==> src/rtl/spi_cmd_decoder_if.sv <==
// Bundle between the SPI receive stage and the command decoder, plus the
// decoder's register-bus outputs and a debug view of its FSM state.
interface spi_cmd_decoder_if #(
   parameter int WIDTH = 8
);
   // Handshake: byte_ready is a level from the sclk domain. A byte is offered
   // on its rising edge, and command_byte must hold until byte_ready falls.
   // There is no backpressure: an offered byte is either decoded or dropped.
   // The register-side strobes (reg_wr_en/reg_rd_en) are one-clk valid
   // pulses, and reg_addr/reg_wr_data are qualified by them.
   logic             cs;
   logic [WIDTH-1:0] command_byte;
   logic             byte_ready;
   logic [WIDTH-1:0] reg_addr;
   logic [WIDTH-1:0] reg_wr_data;
   logic             reg_wr_en;
   logic             reg_rd_en;
   logic             frame_error;
   logic [7:0]       cmd_count;
   logic [7:0]       err_count;
   logic [1:0]       dbg_state;

   modport master (
      output cs, command_byte, byte_ready,
      input  reg_addr, reg_wr_data, reg_wr_en, reg_rd_en, frame_error,
             cmd_count, err_count, dbg_state
   );

   modport slave (
      input  cs, command_byte, byte_ready,
      output reg_addr, reg_wr_data, reg_wr_en, reg_rd_en, frame_error,
             cmd_count, err_count, dbg_state
   );
endinterface

==> src/rtl/spi_cmd_decoder.sv <==
// Decodes WRITE/READ/NOP command frames delivered byte-wise by an SPI
// receive stage into one-clk register strobes, and counts commands and errors.
module spi_cmd_decoder #(
   parameter int WIDTH       = 8,
   parameter int SYNC_STAGES = 2
) (
   input  logic                clk,
   input  logic                rst,
   spi_cmd_decoder_if.slave    bus
);
   typedef enum logic [1:0] {
      IDLE     = 2'd0,
      GET_ADDR = 2'd1,
      GET_DATA = 2'd2,
      DISCARD  = 2'd3
   } state_t;

   localparam logic [WIDTH-1:0] OP_NOP   = WIDTH'(0);
   localparam logic [WIDTH-1:0] OP_WRITE = WIDTH'(1);
   localparam logic [WIDTH-1:0] OP_READ  = WIDTH'(2);

   logic [SYNC_STAGES-1:0] r_cs_sync;
   logic [SYNC_STAGES-1:0] r_br_sync;
   logic                   r_br_prev;
   state_t                 r_state;
   logic                   r_is_write;
   logic [WIDTH-1:0]       r_addr;
   logic [WIDTH-1:0]       r_wr_data;
   logic                   r_wr_en;
   logic                   r_rd_en;
   logic                   r_frame_error;
   logic [7:0]             r_cmd_count;
   logic [7:0]             r_err_count;

   logic                   w_cs_s;
   logic                   w_strobe;
   state_t                 w_next;
   logic                   w_op_ld;
   logic                   w_ld_addr;
   logic                   w_ld_data;
   logic                   w_wr;
   logic                   w_rd;
   logic                   w_err;

   // cs synchronizer idles at 1 so a reset looks like a deselected bus.
   always_ff @(posedge clk or posedge rst) begin
      if (rst) begin
         r_cs_sync <= '1;
         r_br_sync <= '0;
         r_br_prev <= 1'b0;
      end else begin
         r_cs_sync <= {r_cs_sync[SYNC_STAGES-2:0], bus.cs};
         r_br_sync <= {r_br_sync[SYNC_STAGES-2:0], bus.byte_ready};
         r_br_prev <= r_br_sync[SYNC_STAGES-1];
      end
   end

   assign w_cs_s   = r_cs_sync[SYNC_STAGES-1];
   assign w_strobe = r_br_sync[SYNC_STAGES-1] & ~r_br_prev;

   always_ff @(posedge clk or posedge rst) begin
      if (rst) r_state <= IDLE;
      else     r_state <= w_next;
   end

   // Deselect outranks a simultaneous strobe, so an in-flight byte is dropped.
   always_comb begin
      w_next    = r_state;
      w_op_ld   = 1'b0;
      w_ld_addr = 1'b0;
      w_ld_data = 1'b0;
      w_wr      = 1'b0;
      w_rd      = 1'b0;
      w_err     = 1'b0;
      if (w_cs_s) begin
         w_next = IDLE;
         if (r_state == GET_ADDR || r_state == GET_DATA) w_err = 1'b1;
      end else if (w_strobe) begin
         case (r_state)
            IDLE: begin
               if (bus.command_byte == OP_WRITE || bus.command_byte == OP_READ) begin
                  w_op_ld = 1'b1;
                  w_next  = GET_ADDR;
               end else if (bus.command_byte != OP_NOP) begin
                  w_err  = 1'b1;
                  w_next = DISCARD;
               end
            end
            GET_ADDR: begin
               w_ld_addr = 1'b1;
               if (r_is_write) begin
                  w_next = GET_DATA;
               end else begin
                  w_rd   = 1'b1;
                  w_next = IDLE;
               end
            end
            GET_DATA: begin
               w_ld_data = 1'b1;
               w_wr      = 1'b1;
               w_next    = IDLE;
            end
            default: w_next = DISCARD;
         endcase
      end
   end

   always_ff @(posedge clk or posedge rst) begin
      if (rst) begin
         r_is_write    <= 1'b0;
         r_addr        <= '0;
         r_wr_data     <= '0;
         r_wr_en       <= 1'b0;
         r_rd_en       <= 1'b0;
         r_frame_error <= 1'b0;
         r_cmd_count   <= 8'd0;
         r_err_count   <= 8'd0;
      end else begin
         r_wr_en       <= w_wr;
         r_rd_en       <= w_rd;
         r_frame_error <= w_err;
         if (w_op_ld)   r_is_write <= (bus.command_byte == OP_WRITE);
         if (w_ld_addr) r_addr     <= bus.command_byte;
         if (w_ld_data) r_wr_data  <= bus.command_byte;
         if (w_wr || w_rd) r_cmd_count <= r_cmd_count + 8'd1;
         if (w_err && r_err_count != 8'hFF) r_err_count <= r_err_count + 8'd1;
      end
   end

   assign bus.reg_addr    = r_addr;
   assign bus.reg_wr_data = r_wr_data;
   assign bus.reg_wr_en   = r_wr_en;
   assign bus.reg_rd_en   = r_rd_en;
   assign bus.frame_error = r_frame_error;
   assign bus.cmd_count   = r_cmd_count;
   assign bus.err_count   = r_err_count;
   assign bus.dbg_state   = r_state;
endmodule

==> src/flat_wrapper.sv <==
// flat-port wrapper written by rule: the top's interface ports become plain ports
module spi_cmd_decoder_flat 
#(
   parameter int WIDTH       = 8,
   parameter int SYNC_STAGES = 2
)
  (clk, rst, bus_cs, bus_command_byte, bus_byte_ready, bus_reg_addr, bus_reg_wr_data, bus_reg_wr_en, bus_reg_rd_en, bus_frame_error, bus_cmd_count, bus_err_count, bus_dbg_state);
  spi_cmd_decoder_if #(.WIDTH(WIDTH)) bus_i ();
  input  logic clk;
  input  logic rst;
  input wire logic [$bits(bus_i.cs)-1:0] bus_cs;
  input wire logic [$bits(bus_i.command_byte)-1:0] bus_command_byte;
  input wire logic [$bits(bus_i.byte_ready)-1:0] bus_byte_ready;
  output wire logic [$bits(bus_i.reg_addr)-1:0] bus_reg_addr;
  output wire logic [$bits(bus_i.reg_wr_data)-1:0] bus_reg_wr_data;
  output wire logic [$bits(bus_i.reg_wr_en)-1:0] bus_reg_wr_en;
  output wire logic [$bits(bus_i.reg_rd_en)-1:0] bus_reg_rd_en;
  output wire logic [$bits(bus_i.frame_error)-1:0] bus_frame_error;
  output wire logic [$bits(bus_i.cmd_count)-1:0] bus_cmd_count;
  output wire logic [$bits(bus_i.err_count)-1:0] bus_err_count;
  output wire logic [$bits(bus_i.dbg_state)-1:0] bus_dbg_state;
  assign bus_i.cs = bus_cs;
  assign bus_i.command_byte = bus_command_byte;
  assign bus_i.byte_ready = bus_byte_ready;
  assign bus_reg_addr = bus_i.reg_addr;
  assign bus_reg_wr_data = bus_i.reg_wr_data;
  assign bus_reg_wr_en = bus_i.reg_wr_en;
  assign bus_reg_rd_en = bus_i.reg_rd_en;
  assign bus_frame_error = bus_i.frame_error;
  assign bus_cmd_count = bus_i.cmd_count;
  assign bus_err_count = bus_i.err_count;
  assign bus_dbg_state = bus_i.dbg_state;
  spi_cmd_decoder #(.WIDTH(WIDTH), .SYNC_STAGES(SYNC_STAGES)) u_core (.clk(clk), .rst(rst), .bus(bus_i));
endmodule
==> config.mk <==
export PLATFORM = sky130hd
export DESIGN_NAME = spi_cmd_decoder_flat
export DESIGN_NICKNAME = d
export VERILOG_FILES = /design/src/rtl/spi_cmd_decoder_if.sv /design/src/rtl/spi_cmd_decoder.sv /design/src/flat_wrapper.sv
export SDC_FILE = /design/constraint.sdc
export NUM_CORES = 1
export LEC_CHECK = 0
export ABC_CLOCK_PERIOD_IN_PS = 2500
export CORE_MARGIN = 5
export CORE_UTILIZATION = 35
export CTS_CLUSTER_SIZE = 10
export DETAILED_ROUTE_END_ITERATION = 10
export GPL_TIMING_DRIVEN = 0
export PLACE_DENSITY_LB_ADDON = 0.2
export SLEW_MARGIN = 5
export SYNTH_ARGS = -nofsm -noshare
export SYNTH_HDL_FRONTEND = slang
export SYNTH_SLANG_ARGS = --single-unit
==> constraint.sdc <==
create_clock -name clk -period 2.5 [get_ports clk]
set_input_delay 0.5 -clock clk [delete_from_list [all_inputs] [get_ports clk]]
set_output_delay 0.5 -clock clk [all_outputs]
set_load 0.01 [all_outputs]
# Yosys cells after proc, flatten, opt, wreduce, memory -nomap -nowiden
# Index checks and enable logic that the tools add are counted.
dict set report word_totals {
  register_bits 43
  in_bits 12
  wordCells 56
  out_inout_bits 37
}
dict set report op_classes {
  eq_ne 6
  addsub 2
  mux 26
  bitwise 2
  n_reduce_logical 8
}
# operator n
set ops {}
lappend ops {{1-bit 2-to-1 mux} 20}
lappend ops {{8-bit by 1-bit adder with 8-bit output, second input constant} 2}
lappend ops {{2-bit 2-to-1 mux} 5}
lappend ops {{8-bit by 1-bit == test with 1-bit output, second input constant} 1}
lappend ops {{8-bit by 2-bit == test with 1-bit output, second input constant} 1}
lappend ops {{8-bit inequality test, second input constant} 1}
lappend ops {{8-bit nonzero test} 1}
lappend ops {{2-bit case mux with 3 select lines} 1}
lappend ops {{4-bit by 1-bit inequality test with 1-bit output, second input constant} 1}
lappend ops {{1-bit logical OR} 3}
lappend ops {{2-bit by 1-bit == test with 1-bit output, second input constant} 1}
lappend ops {{2-bit == test, second input constant} 1}
lappend ops {{2-bit logical NOT} 1}
lappend ops {{2-bit AND reduction} 1}
lappend ops {{2-bit nonzero test} 1}
lappend ops {{1-bit bitwise AND} 1}
lappend ops {{1-bit logical AND} 1}
lappend ops {{1-bit inverter} 1}

# Longest topological paths before layout
# Gate-level depths: netlist of the first run.
dict set report logic_depth {
  depth_word 7
  depth_mapped 6
  ltp_nobuf 6
}

# Worst setup path after synthesis of the first run
# No wires, ideal clock.
dict set report synth_timing {
  path_kind {register to register}
  start {reg u_core.r_cs_sync[1]}
  end {reg u_core.r_err_count[1], in the netlist u_core.bus.err_count[1]}
  arrival_time_ns 1.724
  stages_incl_launch_ff 5
  setup_slack_ns 0.652
  synth_period_minus_slack_ns 1.848
  required_ns 2.375
  n_path_buf 0
  setup_time_ns 0.125
  cell_sequence {dfstp_2 -> or3b_1 -> a311o_2 -> a21oi_1 -> mux2_2}
}
dict set report synth_between {
  elab_chain_cells 2
}
# element line
set synth_rtl {}
lappend synth_rtl {{start: declaration} spi_cmd_decoder.sv:22} ;# logic [SYNC_STAGES-1:0] r_cs_sync;
lappend synth_rtl {{start signal: assignment} spi_cmd_decoder.sv:52} ;# r_cs_sync <= {r_cs_sync[SYNC_STAGES-2:0], bus.cs};
lappend synth_rtl {{1-bit 2-to-1 mux} spi_cmd_decoder.sv:75} ;# if (w_cs_s) begin
lappend synth_rtl {{1-bit logical AND} spi_cmd_decoder.sv:126} ;# if (w_err && r_err_count != 8'hFF) r_err_count <= r_err_count + 8'd1;
lappend synth_rtl {{end signal: assignment} spi_cmd_decoder.sv:126}
lappend synth_rtl {{end: declaration} spi_cmd_decoder.sv:33} ;# logic [7:0] r_err_count;
# Every way passes these cells.
# A chain may end at the register's enable or synchronous reset.

# Final worst setup path of the first run
dict set report layout_timing {
  start {in bus_command_byte[2]}
  end {reg u_core.r_err_count[1], in the netlist u_core.bus.err_count[1]}
}
dict set report layout_between {
  elab_chain_cells 7
}
# element line
set layout_rtl {}
lappend layout_rtl {{start: declaration} flat_wrapper.sv:12} ;# input wire logic [$bits(bus_i.command_byte)-1:0] bus_command_byte;
lappend layout_rtl {{8-bit nonzero test (tied with other cells)} spi_cmd_decoder.sv:84} ;# end else if (bus.command_byte != OP_NOP) begin
lappend layout_rtl {{1-bit 2-to-1 mux or 1-bit logical OR (tied branches)} {spi_cmd_decoder.sv:84, spi_cmd_decoder.sv:81}}
lappend layout_rtl {{1-bit 2-to-1 mux (*)} spi_cmd_decoder.sv:81} ;# if (bus.command_byte == OP_WRITE || bus.command_byte == OP_READ) begin
lappend layout_rtl {{1-bit 2-to-1 mux (*)} spi_cmd_decoder.sv:79} ;# case (r_state)
lappend layout_rtl {{1-bit 2-to-1 mux (*)} spi_cmd_decoder.sv:78} ;# end else if (w_strobe) begin
lappend layout_rtl {{1-bit 2-to-1 mux (*)} spi_cmd_decoder.sv:75}
lappend layout_rtl {{1-bit logical AND (*)} spi_cmd_decoder.sv:126}
# Every way passes the cells marked *; elsewhere a longest branch is shown, timed or not.

==> results.json, run 1 <==
{
  "ios": 49,
  "num_rows": 26,
  "drt_first_pass_iters": 4,
  "dp_cells": 259,
  "crit_path_start_kind": "input port",
  "worstSetupEndpointType": "flip-flop",
  "outcome": "completed",
  "dieArea_um2": 6845,
  "cts_buffers": 5,
  "synth.area.mux_share_pct": 11.55,
  "cap_violations": 0,
  "seq_area_frac_synth_pct": 58.24,
  "rsz0062_at_grt": "no",
  "hold_buffers": 0,
  "drive_above_1_share_pct": 15.82,
  "finalSetupViolations": 0,
  "diodes": 0,
  "crit_fanout": 8,
  "track_usage_pct": 12.20,
  "worstSetupStartpoint": "bus_command_byte[2]",
  "hold_viol_final": 0,
  "grt_pass1_wl_um": 6327,
  "stdcell_count": 266,
  "p_comb_share_pct": 31.2,
  "viasPerCell": 4.744,
  "place_ws_ns": -0.08323,
  "cts_sinks": 43,
  "timing.final.crit_share_pct": 91.85,
  "synth-seq-cells": 43,
  "cts_tree": "done",
  "synthSimpleGateAreaFrac_pct": 9.932,
  "hold_start": "u_core.r_br_sync[0]",
  "avgSynthCellArea_um2": 13.13,
  "clock.fmax_ghz": 0.4355,
  "cts.clk_slew.worst_paths_ns": 0.07,
  "initial_core_util_pct": 36.26,
  "place_hpwl_um": 2751,
  "synth_cell_types": 32,
  "die_h_um": 82.74,
  "ant_nets": 0,
  "power.leakage_uw": 0.001061,
  "relSlewSlack_pct": 42.23,
  "ctsHtreeMaxLevel": 2,
  "syn_nets": 159,
  "drt-total-wl_um": 3741,
  "grt_pass1_vias": 1358,
  "ir_drop_v": 0.0004559,
  "syn-cell-area_um2": 1852,
  "drc_errors": 0,
  "synth_top_family_by_area": "multiplexers",
  "p_sw_share_pct": 29.16,
  "synth-xor-area-share_pct": 6.622,
  "antenna_found_initial": 0,
  "clock_path_buffers": 2,
  "worstPathArrival_ns": 2.47,
  "cts_resized": 0,
  "clk-insertion-delay-late_ns": 0.28,
  "postLayoutCoreUtil_pct": 49.39,
  "skew_ns": 0.005993,
  "clockPowerShare_pct": 22.8,
  "rr_startpoint": "u_core.r_br_sync[1]",
  "grt_max_degree": 44,
  "tns_ns": 0,
  "core_area_um2": 5107,
  "nets": 214,
  "layout_setup_ws_ns": 0.2038,
  "ys_warn_count": 0,
  "die_w_um": 82.74,
  "internal-power_uw": 1560,
  "dr.first_iter.drc_count": 47,
  "p_seq_share_pct": 45.9,
  "port_buffers": 48,
  "postCtsSetupBuffers": 0,
  "grt.overflow.total": 0,
  "tightest_slew_ns": 0.8653,
  "synthAdderAreaFrac_pct": 4.054,
  "gp_congestion": 0.8345,
  "min_period_ns": 2.296,
  "power_density_nw_per_um2": 873.1,
  "synth_compound_area_share_pct": 7.703,
  "post_drt_wl_per_cell_um": 14.06,
  "required_ns": 2.67,
  "root_buffer": "clkbuf_8",
  "area_growth_pct": 36.22,
  "synth_cells": 141,
  "drv_slew": 0,
  "vias": 1262,
  "hp-class": "reg -> reg",
  "worstSetupPathType": "in -> reg",
  "power_switching_uw": 642.1
}
==> logic make-up (layout without fill, tap and decap cells) <==
kind of cell               Yosys count  in the layout
and+or+nand+nor                     34             34
xor gates and xnor gates            14             14
AOI/OAI and AO/OA                   16             16
muxes                               19             19
buffers and inverters                9             64
DFF                                 43             43
adders and majority gates            6              6
==> final timing paths <==
kind	slack, ns	end	depth (start not counted)
worst max-delay path	0.20	u_core.bus.err_count[1]	5
worst min-delay path	0.35	u_core.r_br_sync[1]	0
worst max register to register	0.53	u_core.bus.reg_addr[1]	4
worst min register to register	0.35	u_core.r_br_sync[1]	0
max in group asynchronous	1.25	u_core.bus.frame_error	2
min in group asynchronous	0.71	u_core.bus.reg_wr_data[0]	2
==> metrics by stage <==
| step | power, µW | hold slack (ns) | instance area [µm²] |
|---|---|---|---|
| finish | 2202 | 0.3498 | 2522 |
| global placement | 1693 | 0.3370 | 2420 |
| floorplan | 1305 | 0.3312 | 1852 |
| global route | 2344 | 0.3607 | 2522 |
| detailed placement | 1720 | 0.3402 | 2420 |
| CTS | 2237 | 0.3521 | 2522 |
==> area by class of cell <==
class,count,area (µm²)
fillers,475,2585
flip-flops and latches,43,1079
clock inverters,1,30.03
plain buffers,2,8.758
repair buffers,48,480.5
multi-input cells,89,738.2
well taps,70,87.58
inverters,7,26.28
clock buffers,6,72.57
==> power by group through the flow <==
stage / sequential, µW / clock, µW / combinational, µW
finish: 1010 / 503 / 688
global route: 1040 / 555 / 746
CTS: 1010 / 522 / 703
detailed placement: 1020 / 0 / 697
global placement: 1010 / 0 / 680
floorplan: 1070 / 0 / 236
==> state kept, by name, summed over array words and instances, names as in the netlist <==
name	count
u_core.bus.cmd_count	8
u_core.bus.reg_wr_en	1
u_core.r_is_write	1
u_core.r_cs_sync	2
u_core.bus.frame_error	1
u_core.r_br_sync	2
u_core.bus.reg_addr	8
u_core.r_br_prev	1
u_core.bus.reg_rd_en	1
u_core.bus.reg_wr_data	8
u_core.bus.err_count	8
u_core.bus.dbg_state	2
==> critical path: stages <==
cell	delay, ns
clkdlybuf4s50_1	0.44
nor4_1	0.67
a311o_2	0.42
a21oi_1	0.14
mux2_2	0.30
==> cells in the final DEF (no fill, tap or decap), types with 2 or more instances in the layout <==
cell / instances
nor2b_1: 2
dfstp_2: 2
nand2b_1: 2
clkbuf_8: 5
mux2_2: 19
xor2_1: 8
nor2_1: 5
clkdlybuf4s50_1: 48
nand3_1: 3
inv_1: 6
a211oi_1: 5
ha_1: 6
a21oi_1: 2
nand4_1: 8
nand2_1: 6
clkbuf_1: 2
and2_1: 3
dfrtp_1: 41
xnor2_1: 6
==> layer usage <==
layer | vias to the layer above | wire length (µm) | track usage [%]
met2 | 37 | 1827 | 20.03
met1 | 611 | 1615 | 15.10
met3 | 5 | 264 | 4.447
met4 | 0 | 34 | 3.431
li1 | 609 | - | -
met5 | - | 0 | 0
==> synthesized netlist by cell type, drive strengths merged <==
library cell	number	share of area [%]
dfrtp	41	55
mux2	19	12
nand4	8	2.7
xor2	8	3.8
inv	7	1.4
ha	6	4.1
nand2	6	1.2
xnor2	6	2.8
a211oi	5	2.0
nor2	5	1.0
and2	3	1.0
nand3	3	0.81
a2111oi	2	2.0
a21oi	2	0.54
dfstp	2	2.8
nand2b	2	0.68
nor2b	2	0.68
a311o	1	0.61
a31oi	1	0.34
a41oi	1	0.47
and3	1	0.34
buf	1	0.27
clkbuf	1	0.20
nor3	1	0.27
nor3b	1	0.41
nor4	1	0.34
o2111a	1	0.61
o21a	1	0.41
o21ai	1	0.27
o311ai	1	0.47
or3b	1	0.47
(Power assumes the default switching activity.)
==> run 2, diff against run 1 <==
--- a/config.mk
+++ b/config.mk
@@ -6,6 +6,7 @@
 export NUM_CORES = 1
 export LEC_CHECK = 0
 export ABC_CLOCK_PERIOD_IN_PS = 2500
+export CORE_ASPECT_RATIO = 0.5
 export CORE_MARGIN = 5
 export CORE_UTILIZATION = 35
 export CTS_CLUSTER_SIZE = 10
==> results.json, run 2 (synthesis gave the netlist of run 1 again) <==
{
  "outcome": "completed",
  "crit_path_start_kind": "input port",
  "clock_path_buffers": 2,
  "tightest_slew_ns": 0.7287,
  "initial_core_util_pct": 36.87,
  "power.leakage_uw": 0.001074,
  "crit_fanout": 8,
  "min_period_ns": 2.304,
  "route.met3.wl_um": 243,
  "worstSetupEndpointType": "flip-flop",
  "mostFrequentLayoutCells": "48 x clkdlybuf4s50_1, 41 x dfrtp_1, 19 x mux2_2",
  "cts_buffers": 5,
  "port_buffers": 48,
  "required_ns": 2.68,
  "drc_errors": 0,
  "antenna_found_initial": 0,
  "die_w_um": 112.9,
  "drt-total-wl_um": 3816,
  "gp_congestion": 0.7219,
  "area_growth_pct": 37.57,
  "cts_resized": 0,
  "drv_slew": 0,
  "fin_area_um2": 2547,
  "skew_ns": 0.005602,
  "diodes": 0,
  "dp_cells": 260,
  "grt.overflow.total": 0,
  "timing.final.crit_share_pct": 92.14,
  "ctsHtreeMaxLevel": 2,
  "cts_sinks": 43,
  "worstSetupPathType": "in -> reg",
  "root_buffer": "clkbuf_8",
  "vias": 1304,
  "dr_wl_met2_um": 1713,
  "power_density_nw_per_um2": 853.7,
  "tns_ns": 0,
  "place_hpwl_um": 2780,
  "highest_layer": "met4",
  "hold_buffers": 0,
  "postPlaceCellArea_um2": 2447,
  "num_rows": 18,
  "drt_first_pass_iters": 4,
  "track_usage_pct": 11.76,
  "final_common_cell": "clkdlybuf4s50_1",
  "viasPerCell": 4.866,
  "clock.fmax_ghz": 0.4341,
  "die_h_um": 61.44,
  "relSlewSlack_pct": 50.97,
  "post_drt_wl_per_cell_um": 14.24,
  "nets": 215,
  "drive_above_1_share_pct": 16.67,
  "stdcell_count": 268,
  "grt_max_degree": 23,
  "dieArea_um2": 6934,
  "grt_pass1_wl_um": 6306,
  "ios": 49,
  "finalSetupViolations": 0,
  "ir_drop_v": 0.0004381,
  "ant_nets": 0,
  "hold_viol_final": 0,
  "clk-insertion-delay-late_ns": 0.29,
  "cap_violations": 0,
  "dr.first_iter.drc_count": 45,
  "hp-class": "reg -> reg",
  "grt_pass1_vias": 1305,
  "wl_met1_um": 1816,
  "rsz0062_at_grt": "no",
  "core_area_um2": 5022,
  "worstPathArrival_ns": 2.48,
  "cts.clk_slew.worst_paths_ns": 0.08,
  "postCtsSetupBuffers": 0,
  "cts_tree": "done",
  "whs_ns": 0.3576
}
run 2: cell types whose count changed in the layout (fill, tap and decap cells not counted), sizes merged:
cell    delta
buf        +1
bufinv     -1
clkbuf     +2
run 2: worst paths after layout:
kind,cells past startpoint,endpoint,slack (ns),startpoint
max,5,u_core.bus.err_count[1],0.20,bus_command_byte[2]
min,0,u_core.r_cs_sync[1],0.36,u_core.r_cs_sync[0]
max reg2reg,4,u_core.bus.reg_addr[7],0.46,u_core.r_cs_sync[1]
min reg2reg,0,u_core.r_cs_sync[1],0.36,u_core.r_cs_sync[0]
max in group asynchronous,3,u_core.r_cs_sync[1],1.40,rst
min in group asynchronous,2,u_core.bus.reg_wr_data[7],0.56,rst
run 2: report_power, final:
part | internal [µW] | leakage [µW] | switching (µW) | total, µW
Sequential | 854 | 0.000533 | 159 | 1010
Combinational | 417 | 0.000490 | 271 | 687
Clock | 252 | 0.0000515 | 223 | 475
Total | 1520 | 0.00107 | 653 | 2170
run 2: routing by layer:
layer,track usage [%],up-vias
li1,-,616
met2,18.60,35
met5,0,-
met4,4.110,0
met3,4.318,4
met1,15.24,649
run 2: worst max-delay path: stages:
cell and delay, ns:
clkdlybuf4s50_1 0.44, nor4_1 0.67, a311o_2 0.43, a21oi_1 0.14
mux2_2 0.29
run 2: metrics by stage:
step | power [µW] | setup slack, ns | utilization (%)
final | 2175 | 0.1964 | 50.72
after global routing | 2310 | 0.1527 | 50.72
after CTS | 2203 | 0.2486 | 50.72
after detailed placement | 1721 | -0.06028 | 48.73
after global placement | 1700 | -0.03846 | 48.18
after floorplan | 1305 | 0.6518 | -
run 2: layout make-up:
cell class,instances,area (µm²)
fill,454,2475
inverter,7,26.28
multi-input combinational,89,738.2
tap,70,87.58
timing repair buffer,49,508.0
sequential,43,1079
clock buffer,8,100.1
buffer,2,8.758
==> run 3, diff against run 2 <==
--- a/config.mk
+++ b/config.mk
@@ -12,6 +12,7 @@
 export CTS_CLUSTER_SIZE = 10
 export DETAILED_ROUTE_END_ITERATION = 10
 export GPL_TIMING_DRIVEN = 0
+export MAX_ROUTING_LAYER = met4
 export PLACE_DENSITY_LB_ADDON = 0.2
 export SLEW_MARGIN = 5
 export SYNTH_ARGS = -nofsm -noshare
==> results.json, run 3 (synthesis gave the netlist of run 1 again) <==
{
  "clk-insertion-delay-late_ns": 0.29,
  "ir_drop_v": 0.0004385,
  "crit_buf_inv": 1,
  "postCtsSetupBuffers": 0,
  "initial_core_util_pct": 36.87,
  "grt_max_degree": 23,
  "ant_nets": 0,
  "crit_fanout": 8,
  "hp-class": "reg -> reg",
  "ff_latch_area_um2": 1079,
  "cap_violations": 0,
  "max_stage_delay_ns": 0.67,
  "mostFrequentLayoutCells": "48 x clkdlybuf4s50_1, 41 x dfrtp_1, 19 x mux2_2",
  "worstSetupEndpointType": "flip-flop",
  "clock.fmax_ghz": 0.4327,
  "track_usage_pct": 12.20,
  "postLayoutCoreUtil_pct": 50.72,
  "cts_tree": "done",
  "clock_path_buffers": 2,
  "relSlewSlack_pct": 50.97,
  "postPlaceCellArea_um2": 2447,
  "cts_resized": 0,
  "vias": 1302,
  "grt.overflow.total": 0,
  "place_ws_ns": -0.06028,
  "cts_sinks": 43,
  "timing.final.crit_share_pct": 92.45,
  "n_fill_cell": 454,
  "nets": 215,
  "area_growth_pct": 37.57,
  "required_ns": 2.68,
  "drv_slew": 0,
  "final_common_cell": "clkdlybuf4s50_1",
  "grt_pass1_vias": 1303,
  "cts_buffers": 5,
  "worstPathCellList": "clkdlybuf4s50_1 > nor4_1 > a311o_2 > a21oi_1 > mux2_2",
  "gp_congestion": 0.7304,
  "drc_errors": 0,
  "ios": 49,
  "fin_area_um2": 2547,
  "place_hpwl_um": 2780,
  "port_buffers": 48,
  "antenna_found_initial": 0,
  "drt_first_pass_iters": 4,
  "min_period_ns": 2.311,
  "skew_ns": 0.004365,
  "crit_slowest_cell": "nor4_1",
  "root_buffer": "clkbuf_8",
  "post_drt_wl_per_cell_um": 14.26,
  "core_area_um2": 5022,
  "viasPerCell": 4.858,
  "hold_viol_final": 0,
  "rsz0062_at_grt": "no",
  "outcome": "completed",
  "dieArea_um2": 6934,
  "ctsHtreeMaxLevel": 2,
  "drt-total-wl_um": 3822,
  "layout_setup_ws_ns": 0.1888,
  "drive_above_1_share_pct": 16.67,
  "worstSetupPathType": "in -> reg",
  "cts.clk_slew.worst_paths_ns": 0.08,
  "finalSetupViolations": 0,
  "multi_input_area_um2": 738.2,
  "crit_path_start_kind": "input port",
  "worstPathArrival_ns": 2.49,
  "die_w_um": 112.9,
  "num_rows": 18,
  "diodes": 0,
  "die_h_um": 61.44,
  "hold_buffers": 0,
  "tightest_slew_ns": 0.7287,
  "dr.first_iter.drc_count": 49,
  "power_density_nw_per_um2": 853.6,
  "grt_pass1_wl_um": 6320,
  "crit_family": "simple AND/OR/NAND/NOR gates",
  "power.leakage_uw": 0.001074
}
-- run 3: worst register-to-register path: stages (launching register included) --
cell      delay, ns
dfstp_2        0.39
nor3b_1        0.52
and2_1         0.21
clkbuf_1       0.41
mux2_2         0.40
-- run 3: metal layers --
| layer | track usage, % | share of wire, % |
|---|---|---|
| met1 | 15.85 | 49 |
| met2 | 18.52 | 45 |
| met3 | 3.631 | 4.7 |
| met4 | 4.110 | 1.2 |
| met5 | - | 0 |
-- run 3: worst paths after layout --
check | from | to | slack [ns] | cells after the start
worst max-delay path | bus_command_byte[2] | u_core.bus.err_count[1] | 0.19 | 5
worst min-delay path | u_core.r_cs_sync[0] | u_core.r_cs_sync[1] | 0.36 | 0
worst max register to register | u_core.r_cs_sync[1] | u_core.bus.reg_addr[7] | 0.46 | 4
worst min register to register | u_core.r_cs_sync[0] | u_core.r_cs_sync[1] | 0.36 | 0
max in group asynchronous | rst | u_core.r_cs_sync[1] | 1.40 | 3
min in group asynchronous | rst | u_core.bus.reg_wr_data[7] | 0.56 | 2
-- run 3: where the power goes --
group / internal, µW / total [µW] / switching, µW
Combinational: 416 / 687 / 271
Sequential: 854 / 1010 / 159
Clock: 252 / 474 / 222
Total: 1520 / 2170 / 652
-- run 3: metrics by stage --
step | power (µW) | std cells | hold WS (ns) | TNS (ns)
global placement | 1700 | 259 | 0.3367 | -0.03846
floorplan | 1305 | 141 | 0.3312 | 0
global route | 2310 | 268 | 0.3611 | 0
finish | 2174 | 268 | 0.3576 | 0
CTS | 2203 | 268 | 0.3587 | 0
detailed placement | 1721 | 260 | 0.3404 | -0.07404
-- run 3: area by class of cell --
cell class                      instances  share of cell area (%)
Tap cell                               70                   3.438
Inverter                                7                   1.031
Timing Repair Buffer                   49                   19.94
Sequential cell                        43                   42.34
Clock buffer                            8                   3.929
Multi-Input combinational cell         89                   28.98
Buffer                                  2                  0.3438
